==> src/rtl/div_pkg.sv <==
// Shared types and default widths for the sequential restoring divider.
package div_pkg;

    typedef enum logic [1:0] {
        IDLE,
        BUSY,
        DONE
    } div_state_t;

    localparam int unsigned DIV_N_W = 32;
    localparam int unsigned DIV_D_W = 16;

endpackage

==> src/rtl/div_step.sv <==
// One combinational radix-2 restoring division iteration.
module div_step #(
    parameter int unsigned N_W = 32,
    parameter int unsigned D_W = 16
) (
    input  logic [D_W:0]   r,
    input  logic [N_W-1:0] q,
    input  logic [D_W-1:0] divisor,
    output logic [D_W:0]   r_next,
    output logic [N_W-1:0] q_next
);

    logic [D_W:0] r_sh;
    logic [D_W:0] dvsr_ext;

    assign r_sh     = {r[D_W-1:0], q[N_W-1]};
    assign dvsr_ext = {1'b0, divisor};

    // The partial remainder stays below the divisor, so the D_W+1 bit shift never overflows.
    always_comb begin
        r_next = r_sh;
        q_next = {q[N_W-2:0], 1'b0};
        if (r_sh >= dvsr_ext) begin
            r_next    = r_sh - dvsr_ext;
            q_next[0] = 1'b1;
        end
    end

endmodule

==> src/rtl/seq_div_32by16.sv <==
// Sequential unsigned divider producing one quotient bit per clock behind valid/ready handshakes.
module seq_div_32by16
    import div_pkg::*;
#(
    parameter int unsigned N_W = DIV_N_W,
    parameter int unsigned D_W = DIV_D_W
) (
    input  logic           clk,
    input  logic           rst,
    input  logic           in_valid,
    output logic           in_ready,
    input  logic [N_W-1:0] dividend,
    input  logic [D_W-1:0] divisor,
    output logic           out_valid,
    input  logic           out_ready,
    output logic [N_W-1:0] quotient,
    output logic [D_W-1:0] remainder,
    output logic           div_by_zero
);

    localparam int unsigned CNT_W = $clog2(N_W);
    localparam logic [CNT_W-1:0] LAST_CNT = CNT_W'(N_W - 1);

    div_state_t state_q, state_d;

    logic [D_W:0]     r_q, r_d;
    logic [N_W-1:0]   q_q, q_d;
    logic [D_W-1:0]   dvsr_q, dvsr_d;
    logic [CNT_W-1:0] cnt_q, cnt_d;
    logic             dbz_q, dbz_d;

    logic [D_W:0]     step_r;
    logic [N_W-1:0]   step_q;
    logic             accept;
    logic             divisor_zero;

    assign accept       = in_valid & in_ready;
    assign divisor_zero = (divisor == '0);

    div_step #(
        .N_W (N_W),
        .D_W (D_W)
    ) u_step (
        .r       (r_q),
        .q       (q_q),
        .divisor (dvsr_q),
        .r_next  (step_r),
        .q_next  (step_q)
    );

    // FSM state register
    always_ff @(posedge clk or posedge rst) begin
        if (rst) begin
            state_q <= IDLE;
        end else begin
            state_q <= state_d;
        end
    end

    // FSM next state
    always_comb begin
        state_d = state_q;
        unique case (state_q)
            IDLE: begin
                if (in_valid) begin
                    state_d = divisor_zero ? DONE : BUSY;
                end
            end
            BUSY: begin
                if (cnt_q == LAST_CNT) begin
                    state_d = DONE;
                end
            end
            DONE: begin
                if (out_ready) begin
                    state_d = IDLE;
                end
            end
            default: state_d = IDLE;
        endcase
    end

    // FSM outputs
    always_comb begin
        in_ready  = (state_q == IDLE);
        out_valid = (state_q == DONE);
    end

    // Datapath next state: load on accept, iterate in BUSY, hold otherwise.
    always_comb begin
        r_d    = r_q;
        q_d    = q_q;
        dvsr_d = dvsr_q;
        cnt_d  = cnt_q;
        dbz_d  = dbz_q;
        if (accept) begin
            dvsr_d = divisor;
            cnt_d  = '0;
            if (divisor_zero) begin
                r_d   = {1'b0, dividend[D_W-1:0]};
                q_d   = '1;
                dbz_d = 1'b1;
            end else begin
                r_d   = '0;
                q_d   = dividend;
                dbz_d = 1'b0;
            end
        end else if (state_q == BUSY) begin
            r_d   = step_r;
            q_d   = step_q;
            cnt_d = cnt_q + 1'b1;
        end
    end

    always_ff @(posedge clk or posedge rst) begin
        if (rst) begin
            r_q    <= '0;
            q_q    <= '0;
            dvsr_q <= '0;
            cnt_q  <= '0;
            dbz_q  <= 1'b0;
        end else begin
            r_q    <= r_d;
            q_q    <= q_d;
            dvsr_q <= dvsr_d;
            cnt_q  <= cnt_d;
            dbz_q  <= dbz_d;
        end
    end

    assign quotient    = q_q;
    assign remainder   = r_q[D_W-1:0];
    assign div_by_zero = dbz_q;

endmodule
==> config.mk <==
export PLATFORM = sky130hd
export DESIGN_NAME = seq_div_32by16
export DESIGN_NICKNAME = d
export VERILOG_FILES = /design/src/rtl/div_pkg.sv /design/src/rtl/div_step.sv /design/src/rtl/seq_div_32by16.sv
export SDC_FILE = /design/constraint.sdc
export NUM_CORES = 1
export LEC_CHECK = 0
export CAP_MARGIN = 0
export CORE_ASPECT_RATIO = 0.7
export CORE_MARGIN = 5
export CORE_UTILIZATION = 53
export CTS_BUF_LIST = sky130_fd_sc_hd__clkbuf_8 sky130_fd_sc_hd__clkbuf_16
export DETAILED_ROUTE_END_ITERATION = 10
export PLACE_DENSITY_LB_ADDON = 0.15
export SYNTH_ARGS = -nofsm -noshare
export SYNTH_HDL_FRONTEND = slang
export SYNTH_HIERARCHICAL = 1
export SYNTH_SLANG_ARGS = --single-unit
export TNS_END_PERCENT = 20
==> constraint.sdc <==
create_clock -name clk -period 5.5 [get_ports clk]
set_clock_uncertainty 0.15 [all_clocks]
set_input_delay 0.55 -clock clk [delete_from_list [all_inputs] [get_ports clk]]
set_output_delay 0.55 -clock clk [all_outputs]
set_load 0.01 [all_outputs]
==> results of run 1 <==
placed cells by master (no fill, tap or decap), types with 7 or more instances in the layout:
master	instances
nor2_1	8
o211ai_1	7
inv_1	48
xnor2_1	8
dfrtp_1	72
o21ai_0	9
ha_1	18
nand2_1	76
o22ai_1	32
o31ai_1	8
mux2i_1	10
mux2_2	8
a21oi_1	34
clkdlybuf4s50_1	102
a22oi_1	16
clkbuf_16	9
state kept, by name, indices dropped and copies added, names as in the netlist:
name         count
r_q             16
dvsr_q          16
cnt_q            5
div_by_zero      1
quotient        32
state_q          2
how the worst min path moves through the flow:
| stage | from | end | slack, ns | depth (start not counted) |
|---|---|---|---|---|
| global placement | cnt_q[3]$_DFFE_PP0P_ | cnt_q[3]$_DFFE_PP0P_ | 0.31 | 1 |
| floorplan | cnt_q[3]$_DFFE_PP0P_ | cnt_q[3]$_DFFE_PP0P_ | 0.29 | 1 |
| CTS | dvsr_q[9]$_DFFE_PP0P_ | dvsr_q[9]$_DFFE_PP0P_ | 0.33 | 2 |
| detailed placement | dvsr_q[9]$_DFFE_PP0P_ | dvsr_q[9]$_DFFE_PP0P_ | 0.31 | 2 |
| global route | dvsr_q[9]$_DFFE_PP0P_ | dvsr_q[9]$_DFFE_PP0P_ | 0.34 | 2 |
| finish | dvsr_q[9]$_DFFE_PP0P_ | dvsr_q[9]$_DFFE_PP0P_ | 0.32 | 2 |
routing by layer:
layer  up-vias  part of all wire
met5         -                 0
met4         0             0.015
met3        15             0.067
met2       126              0.47
met1      1805              0.45
li1       1762                 -
cell type report:
type                    count  area [sq um]  share of cell area
inverters                  49           184              0.0329
clock inverters             4          51.3             0.00919
repair buffers            108          1070               0.191
well taps                 105           131              0.0235
clock buffers              12           267              0.0477
flip-flops and latches     72          1800               0.323
multi-input cells         300          2080               0.373
critical path, cell delays in order (launching register included):
cell,delay (ns)
dfrtp_1,0.41
ha_1,0.36
a21o_1,0.23
a31oi_1,0.19
o21ai_2,0.15
a21oi_4,0.20
o211ai_2,0.12
a21oi_4,0.55
mux2_2,0.40
a22oi_1,0.16
o31ai_1,0.10
metrics by stage:
stage | area, sq um | hold WS, ns | total power [W]
2_1_floorplan | 4560 | 0.287 | 0.00308
3_3_place_gp | 5270 | 0.313 | 0.00352
3_5_place_dp | 5270 | 0.312 | 0.00359
4_1_cts | 5580 | 0.326 | 0.00424
5_1_grt | 5580 | 0.344 | 0.00457
6_report | 5580 | 0.324 | 0.00423
power groups by stage:
stage | Sequential, W | Combinational, W | Clock (W)
final | 0.00104 | 0.00258 | 0.000609
after global routing | 0.00108 | 0.00284 | 0.000645
after CTS | 0.00104 | 0.00257 | 0.000620
after detailed placement | 0.00105 | 0.00254 | 0
after global placement | 0.00104 | 0.00248 | 0
after floorplan | 0.00103 | 0.00205 | 0
==> results.ini, run 1 <==
[run_status]
status = completed

[synthesis]
synth_area_per_cell_sq_um = 9.27
netlist_area_sq_um = 4560
yosys_warnings = 6
synthCells = 492
synth_nets = 563

[pwr]
seq_power_share = 0.246
power.switching_w = 0.00170
pwr-share-comb = 0.610
p_sw_frac = 0.403
p_int_w = 0.00253
power_frac_clock = 0.144
powerDensity_nw_per_um2 = 759
ir_worst_vdd_v = 0.000316
leakagePower_nw = 2.48

[worst_setup_path]
startpoint = r_q[3]$_DFFE_PP0P_
path_class = flop to flop
critPathLaunchType = flop
crit_fanout = 17
regToRegEndpoint = r_q[8]$_DFFE_PP0P_
cp-end-kind = flop
r2r-start = r_q[3]$_DFFE_PP0P_
reg2reg_slack_ns = 2.35
endpoint = r_q[8]$_DFFE_PP0P_
crit_arrival_ns = 3.19
r2r_cells = 10
cp_data_required_time_ns = 5.54

[finish]
final_nets = 611
drive_above_1_share = 0.101
diodes = 0
area_delta_synth_final_pct = 22.4
fillCellCount = 705
final_util = 0.664
stdcell_count = 650

[sta]
finalMaxSlewViolations = 0
max_freq_mhz = 318
timing.final.crit_share = 0.572
max_slew.worst_pin.slew_ns = 0.917
fin_crit_ns = 3.15
setup_tns_ns = 0
relSlewSlack = 0.389
setup_ws_ns = 2.35
hold_viol = 0
setup-violations-final = 0
rsz0062_at_grt = no

[global_routing]
grt_pass1_vias = 3645
grt_util_met1 = 0.300
overflow = 0
grt_util_met3 = 0.0600
grt_usage = 0.217
grt_first_pass_wirelength_um = 18200
grt-busiest-layer = met2
antenna_found_initial = 0
grt_use_met2 = 0.336
grt_max_degree = 73

[drt]
drt_first_pass_iters = 7
drcViolationCount = 0
avgViaCountPerCell = 5.70
vias = 3708
drtAntennaViolNets = 0
drtIter0Drc = 284
wl_um = 11300
wl_per_cell_um = 17.3

[clock_tree]
cts.path.max_buffers = 2
ctsHoldBuffers = 0
cts_setup_buffers = 0
cts_num_sinks = 72
cts-root-buf = clkbuf_16
htreeDepth = 3
clkTransAtPathRegs_ns = 0.06
clock_latency_ns = 0.33
cts_resized = 0
cts_buffers = 9
cts_tree = built

[min_path]
hp-class = flop to flop

[placed_design]
portBuffers = 102
dp_cells = 634
pre_cts_ws_ns = 2.41
hpwlAfterDp_um = 7960
gp_congestion = 0.880

[floorplan]
die_width_um = 121
core_sq_um = 8410
initial_core_util = 0.542
rows = 28
pin_count = 103
dieArea_sq_um = 10600
fp.dieH_um = 87.6

[job]
maxCapViolations = 0

Note: power is estimated with default switching activity, not from simulation.
==> run 2: changes to the inputs <==
--- a/config.mk
+++ b/config.mk
@@ -8,7 +8,7 @@
 export CAP_MARGIN = 0
 export CORE_ASPECT_RATIO = 0.7
 export CORE_MARGIN = 5
-export CORE_UTILIZATION = 53
+export CORE_UTILIZATION = 46
 export CTS_BUF_LIST = sky130_fd_sc_hd__clkbuf_8 sky130_fd_sc_hd__clkbuf_16
 export DETAILED_ROUTE_END_ITERATION = 10
 export PLACE_DENSITY_LB_ADDON = 0.15
==> constraint.sdc (replaced) <==
create_clock -name clk -period 2.7 [get_ports clk]
set_clock_uncertainty 0.15 [all_clocks]
set_input_delay 0.27 -clock clk [delete_from_list [all_inputs] [get_ports clk]]
set_output_delay 0.27 -clock clk [all_outputs]
set_load 0.01 [all_outputs]
==> run 2 against run 1 <==
The flow now finishes with violations (negative setup slack). Global-route usage shrank 1.5 points. Die area grew 14%. Critical path depth grew 2. Sequential power grew 99%. Hold slack lost 0.11 ns. Routed wire length grew 7.2%. Critical path type unchanged.
==> results.ini, run 2 (synthesis results as in run 1) <==
[drt]
drtIter0Drc = 343
vias = 3792
wl_um = 12100
avgViaCountPerCell = 5.38
drt_first_pass_iters = 5
wl_per_cell_um = 17.1
drtAntennaViolNets = 0
drcViolationCount = 0

[clock_tree]
clock_latency_ns = 0.33
cts.path.max_buffers = 2
clkTransAtPathRegs_ns = 0.06
cts_buffers = 9
cts_tree = built
cts_num_sinks = 72
cts-root-buf = clkbuf_16
ctsHoldBuffers = 0
htreeDepth = 3

[global_routing]
antenna_found_initial = 0
grt_first_pass_wirelength_um = 19300
grt_pass1_vias = 3811
overflow = 0
grt_usage = 0.201
grt_max_degree = 41

[floorplan]
fp.dieH_um = 93.3
core_sq_um = 9680
dieArea_sq_um = 12000
pin_count = 103
initial_core_util = 0.471
rows = 30
die_width_um = 129

[placed_design]
dp_cells = 682
portBuffers = 102
placed_area_sq_um = 5540
hpwlAfterDp_um = 8820
gp_congestion = 0.893
pre_cts_ws_ns = -0.104

[sta]
hold_viol = 0
max_slew.worst_pin.slew_ns = 0.750
rsz0062_at_grt = yes
setup-violations-final = 3
relSlewSlack = 0.499
fin_crit_ns = 2.78
timing.final.crit_share = 1.03
max_freq_mhz = 359
finalMaxSlewViolations = 0
setup_ws_ns = -0.0823
setup_tns_ns = -0.100

[worst_setup_path]
r2r-start = dvsr_q[0]$_DFFE_PP0P_
critPathLaunchType = flop
critical-path-top-delay-family = compound AO/OA/AOI/OAI gates
crit_arrival_ns = 2.83
crit_fanout = 4
cp-end-kind = flop
critPathBufInv = 1
cp_data_required_time_ns = 2.75
startpoint = dvsr_q[0]$_DFFE_PP0P_
path_cells = ha_4, fa_2, nor2b_4, o2111ai_2, a31oi_1, buf_4, o2bb2ai_2, a21oi_2, xnor2_1, mux2_4, a22oi_2, o31ai_1
critPathSlowestCell = dfrtp_1
path_class = flop to flop
slowest_delay_ns = 0.41

[finish]
final_nets = 644
largest_reg_flops = 32
final_cell_mix = clkdlybuf4s50_1, nand2_1, dfrtp_1
design_area_sq_um = 6030
area_delta_synth_final_pct = 32.2
drive_above_1_share = 0.184
fillCellCount = 846
stdcell_count = 705
diodes = 0
final_common_cell = clkdlybuf4s50_1
final_util = 0.622

[run_status]
status = finished, violations left
violations = negative setup slack

[job]
maxCapViolations = 0

[min_path]
hp-class = input port to asynchronous set/reset pin

[pwr]
powerDensity_nw_per_um2 = 1590
leakagePower_nw = 2.67
ir_worst_vdd_v = 0.000709

run 2: path summary, 6_finish.rpt:
check / endpoint / slack, ns / depth (start not counted)
worst max-delay path: r_q[14]$_DFFE_PP0P_ / -0.08 / 12
worst min-delay path: quotient[17]$_DFFE_PP0P_ / 0.21 / 2
worst max register to register: r_q[14]$_DFFE_PP0P_ / -0.08 / 12
worst min register to register: cnt_q[3]$_DFFE_PP0P_ / 0.32 / 1
max in group asynchronous: dvsr_q[3]$_DFFE_PP0P_ / 1.52 / 3
min in group clk: cnt_q[3]$_DFFE_PP0P_ / 0.32 / 1
run 2: power by group:
group          internal [W]  switching [W]  total, W
Sequential          0.00165       0.000422   0.00207
Clock              0.000782       0.000439   0.00122
Combinational       0.00340        0.00292   0.00632
run 2: layout make-up:
class,count,area (sq um),share of cell area
clock buffers,12,267,0.0442
clock inverters,3,41.3,0.00685
inverters,49,184,0.0305
multi-input cells,300,2200,0.365
flip-flops and latches,72,1800,0.299
well taps,128,160,0.0266
repair buffers,141,1370,0.228
run 2: what timing repair did:
action / 4_1_cts / 5_1_grt
buffers inserted: 6 / 3
setup endpoints to repair: 3 / 15
endpoints found under the hold margin: 0 / 0
pin swaps: 1 / 11
gates resized for setup: 5 / 22
run 2: worst register-to-register path, cell delays in order (launching register included):
cell and delay, ns:
dfrtp_1 0.41, ha_4 0.18, fa_2 0.39, nor2b_4 0.16, o2111ai_2 0.16, a31oi_1 0.20
buf_4 0.16, o2bb2ai_2 0.12, a21oi_2 0.08, xnor2_1 0.13, mux2_4 0.28, a22oi_2 0.16
o31ai_1 0.09
run 2: routing by layer:
layer	track usage	wire length (um)	vias up
met1	0.285	5740	1835
met3	0.0462	660	9
met2	0.315	5570	118
met4	0.0446	106	0
li1	-	-	1830
met5	0	0	-
run 2: per-stage QoR:
step	hold slack, ns	power [W]
finish	0.214	0.00961
global route	0.281	0.0103
CTS	0.234	0.00924
detailed placement	0.317	0.00778
global placement	0.315	0.00767
floorplan	0.225	0.00629
==> run 3: changes to the inputs <==
--- a/config.mk
+++ b/config.mk
@@ -5,10 +5,11 @@
 export SDC_FILE = /design/constraint.sdc
 export NUM_CORES = 1
 export LEC_CHECK = 0
+export ABC_CLOCK_PERIOD_IN_PS = 3050
 export CAP_MARGIN = 0
 export CORE_ASPECT_RATIO = 0.7
 export CORE_MARGIN = 5
-export CORE_UTILIZATION = 46
+export CORE_UTILIZATION = 51
 export CTS_BUF_LIST = sky130_fd_sc_hd__clkbuf_8 sky130_fd_sc_hd__clkbuf_16
 export DETAILED_ROUTE_END_ITERATION = 10
 export PLACE_DENSITY_LB_ADDON = 0.15
==> constraint.sdc (replaced) <==
create_clock -name clk -period 3.05 [get_ports clk]
set_clock_uncertainty 0.15 [all_clocks]
set_input_delay 0.305 -clock clk [delete_from_list [all_inputs] [get_ports clk]]
set_output_delay 0.305 -clock clk [all_outputs]
set_load 0.01 [all_outputs]
==> run 3 against run 2 <==
Sequential power shrank 9.7%. The flow now finishes without violations. Total power fell by 16%. Core utilization grew 4.9 points. Sequential share of layout area up 1.3 points. Die area down 8.9%. Critical path depth unchanged. Final cell count fell by 4.3%.
==> results.ini, run 3 (synthesis results as in run 1) <==
[worst_setup_path]
cp-end-kind = flop
cp_data_required_time_ns = 3.09
r2r-start = dvsr_q[4]$_DFFE_PP0P_
critical-path-top-delay-family = compound AO/OA/AOI/OAI gates
critPathBufInv = 2
path_class = flop to flop
cpMostUsedCell = a21oi_4
startpoint = dvsr_q[4]$_DFFE_PP0P_
critPathSlowestCell = dfrtp_1
slowest_delay_ns = 0.37
path_cells = inv_1, ha_2, a21o_1, a31oi_1, o21ai_2, a21oi_4, o211ai_2, a21oi_4, buf_12, mux2_2, mux2i_2, o22ai_1
crit_arrival_ns = 2.98
crit_fanout = 17
critPathLaunchType = flop

[sta]
max_slew.worst_pin.slew_ns = 0.687
max_freq_mhz = 340
finalMaxSlewViolations = 0
setup-violations-final = 0
timing.final.crit_share = 0.964
fin_crit_ns = 2.94
setup_tns_ns = 0
hold_ws_ns = 0.231
hold_viol = 0
relSlewSlack = 0.542
setup_ws_ns = 0.111
rsz0062_at_grt = no

[job]
maxCapViolations = 0

[placed_design]
pre_cts_ws_ns = 0.0959
dp_cells = 655
gp_congestion = 0.883
portBuffers = 102
hpwlAfterDp_um = 8360

[finish]
final_nets = 621
area_delta_synth_final_pct = 26.5
drive_above_1_share = 0.124
fillCellCount = 683
final_common_cell = clkdlybuf4s50_1
seq_area_sq_um = 1800
stdcell_count = 675
final_cell_mix = clkdlybuf4s50_1, nand2_1, dfrtp_1
largest_reg_flops = 32
multi_input_area_sq_um = 2110
diodes = 0

[clock_tree]
cts.path.max_buffers = 2
cts_num_sinks = 72
cts_buffers = 9
cts-root-buf = clkbuf_16
clock_latency_ns = 0.33
htreeDepth = 3
cts_tree = built
clkTransAtPathRegs_ns = 0.06

[global_routing]
grt_first_pass_wirelength_um = 18900
grt_usage = 0.221
overflow = 0
antenna_found_initial = 0
grt_max_degree = 73
grt_pass1_vias = 3756

[floorplan]
die_width_um = 123
pin_count = 103
core_sq_um = 8580
dieArea_sq_um = 11000
rows = 28
initial_core_util = 0.531
fp.dieH_um = 89.1

[drt]
avgViaCountPerCell = 5.63
drcViolationCount = 0
wl_um = 11900
wl_per_cell_um = 17.6
drt_first_pass_iters = 5
drtIter0Drc = 296
drtAntennaViolNets = 0
vias = 3802

[pwr]
leakagePower_nw = 2.55
ir_worst_vdd_v = 0.000890
powerDensity_nw_per_um2 = 1400

[min_path]
hp-class = input port to asynchronous set/reset pin

[run_status]
status = completed

## run 3: worst paths after layout
| path | to | slack [ns] | cells after the start |
|---|---|---|---|
| min | quotient[23]$_DFFE_PP0P_ | 0.23 | 3 |
| max reg2reg | r_q[3]$_DFFE_PP0P_ | 0.11 | 12 |
| max in group asynchronous | r_q[6]$_DFFE_PP0P_ | 2.22 | 3 |
| min in group clk | dvsr_q[3]$_DFFE_PP0P_ | 0.33 | 2 |
| min reg2reg | dvsr_q[3]$_DFFE_PP0P_ | 0.33 | 2 |
| max | r_q[3]$_DFFE_PP0P_ | 0.11 | 12 |
## run 3: worst reg2reg max path: stages, from the launching register on
cell      delay (ns)
dfrtp_1         0.37
inv_1           0.07
ha_2            0.31
a21o_1          0.22
a31oi_1         0.19
o21ai_2         0.15
a21oi_4         0.20
o211ai_2        0.12
a21oi_4         0.19
buf_12          0.18
mux2_2          0.36
mux2i_2         0.17
o22ai_1         0.12
## run 3: report_power, final
part           leakage, nW  internal [W]  switching, W
registers            0.845       0.00146      0.000413
logic                 1.54       0.00257       0.00240
clock network        0.169      0.000825      0.000417
total                 2.55       0.00485       0.00323
## run 3: area by class of cell
cell class	count	area share
Clock inverter	6	0.0200
Timing Repair Buffer	118	0.202
Tap cell	120	0.0260
Multi-Input combinational cell	300	0.366
Clock buffer	10	0.0414
Inverter	49	0.0319
Sequential cell	72	0.313
## run 3: stage by stage
step           instance area (sq um)  power (W)  utilization
3_3_place_gp                    5350    0.00646        0.624
2_1_floorplan                   4560    0.00555            -
6_report                        5770    0.00808        0.672
3_5_place_dp                    5350    0.00660        0.624
4_1_cts                         5710    0.00790        0.665
5_1_grt                         5770    0.00866        0.672
## run 3: timing repair
action | in CTS | in global routing
resized for setup | 0 | 5
hold buffers | 0 | 0
setup buffers | 0 | 4
setup endpoints to repair | 0 | 12
## run 3: routing by layer
metal  vias up  share of wire  track usage
li1       1781              -            -
met1      1874           0.46        0.301
met2       120           0.46        0.340
met3        27          0.058       0.0614
met4         0          0.021       0.0814
met5         -              0            0
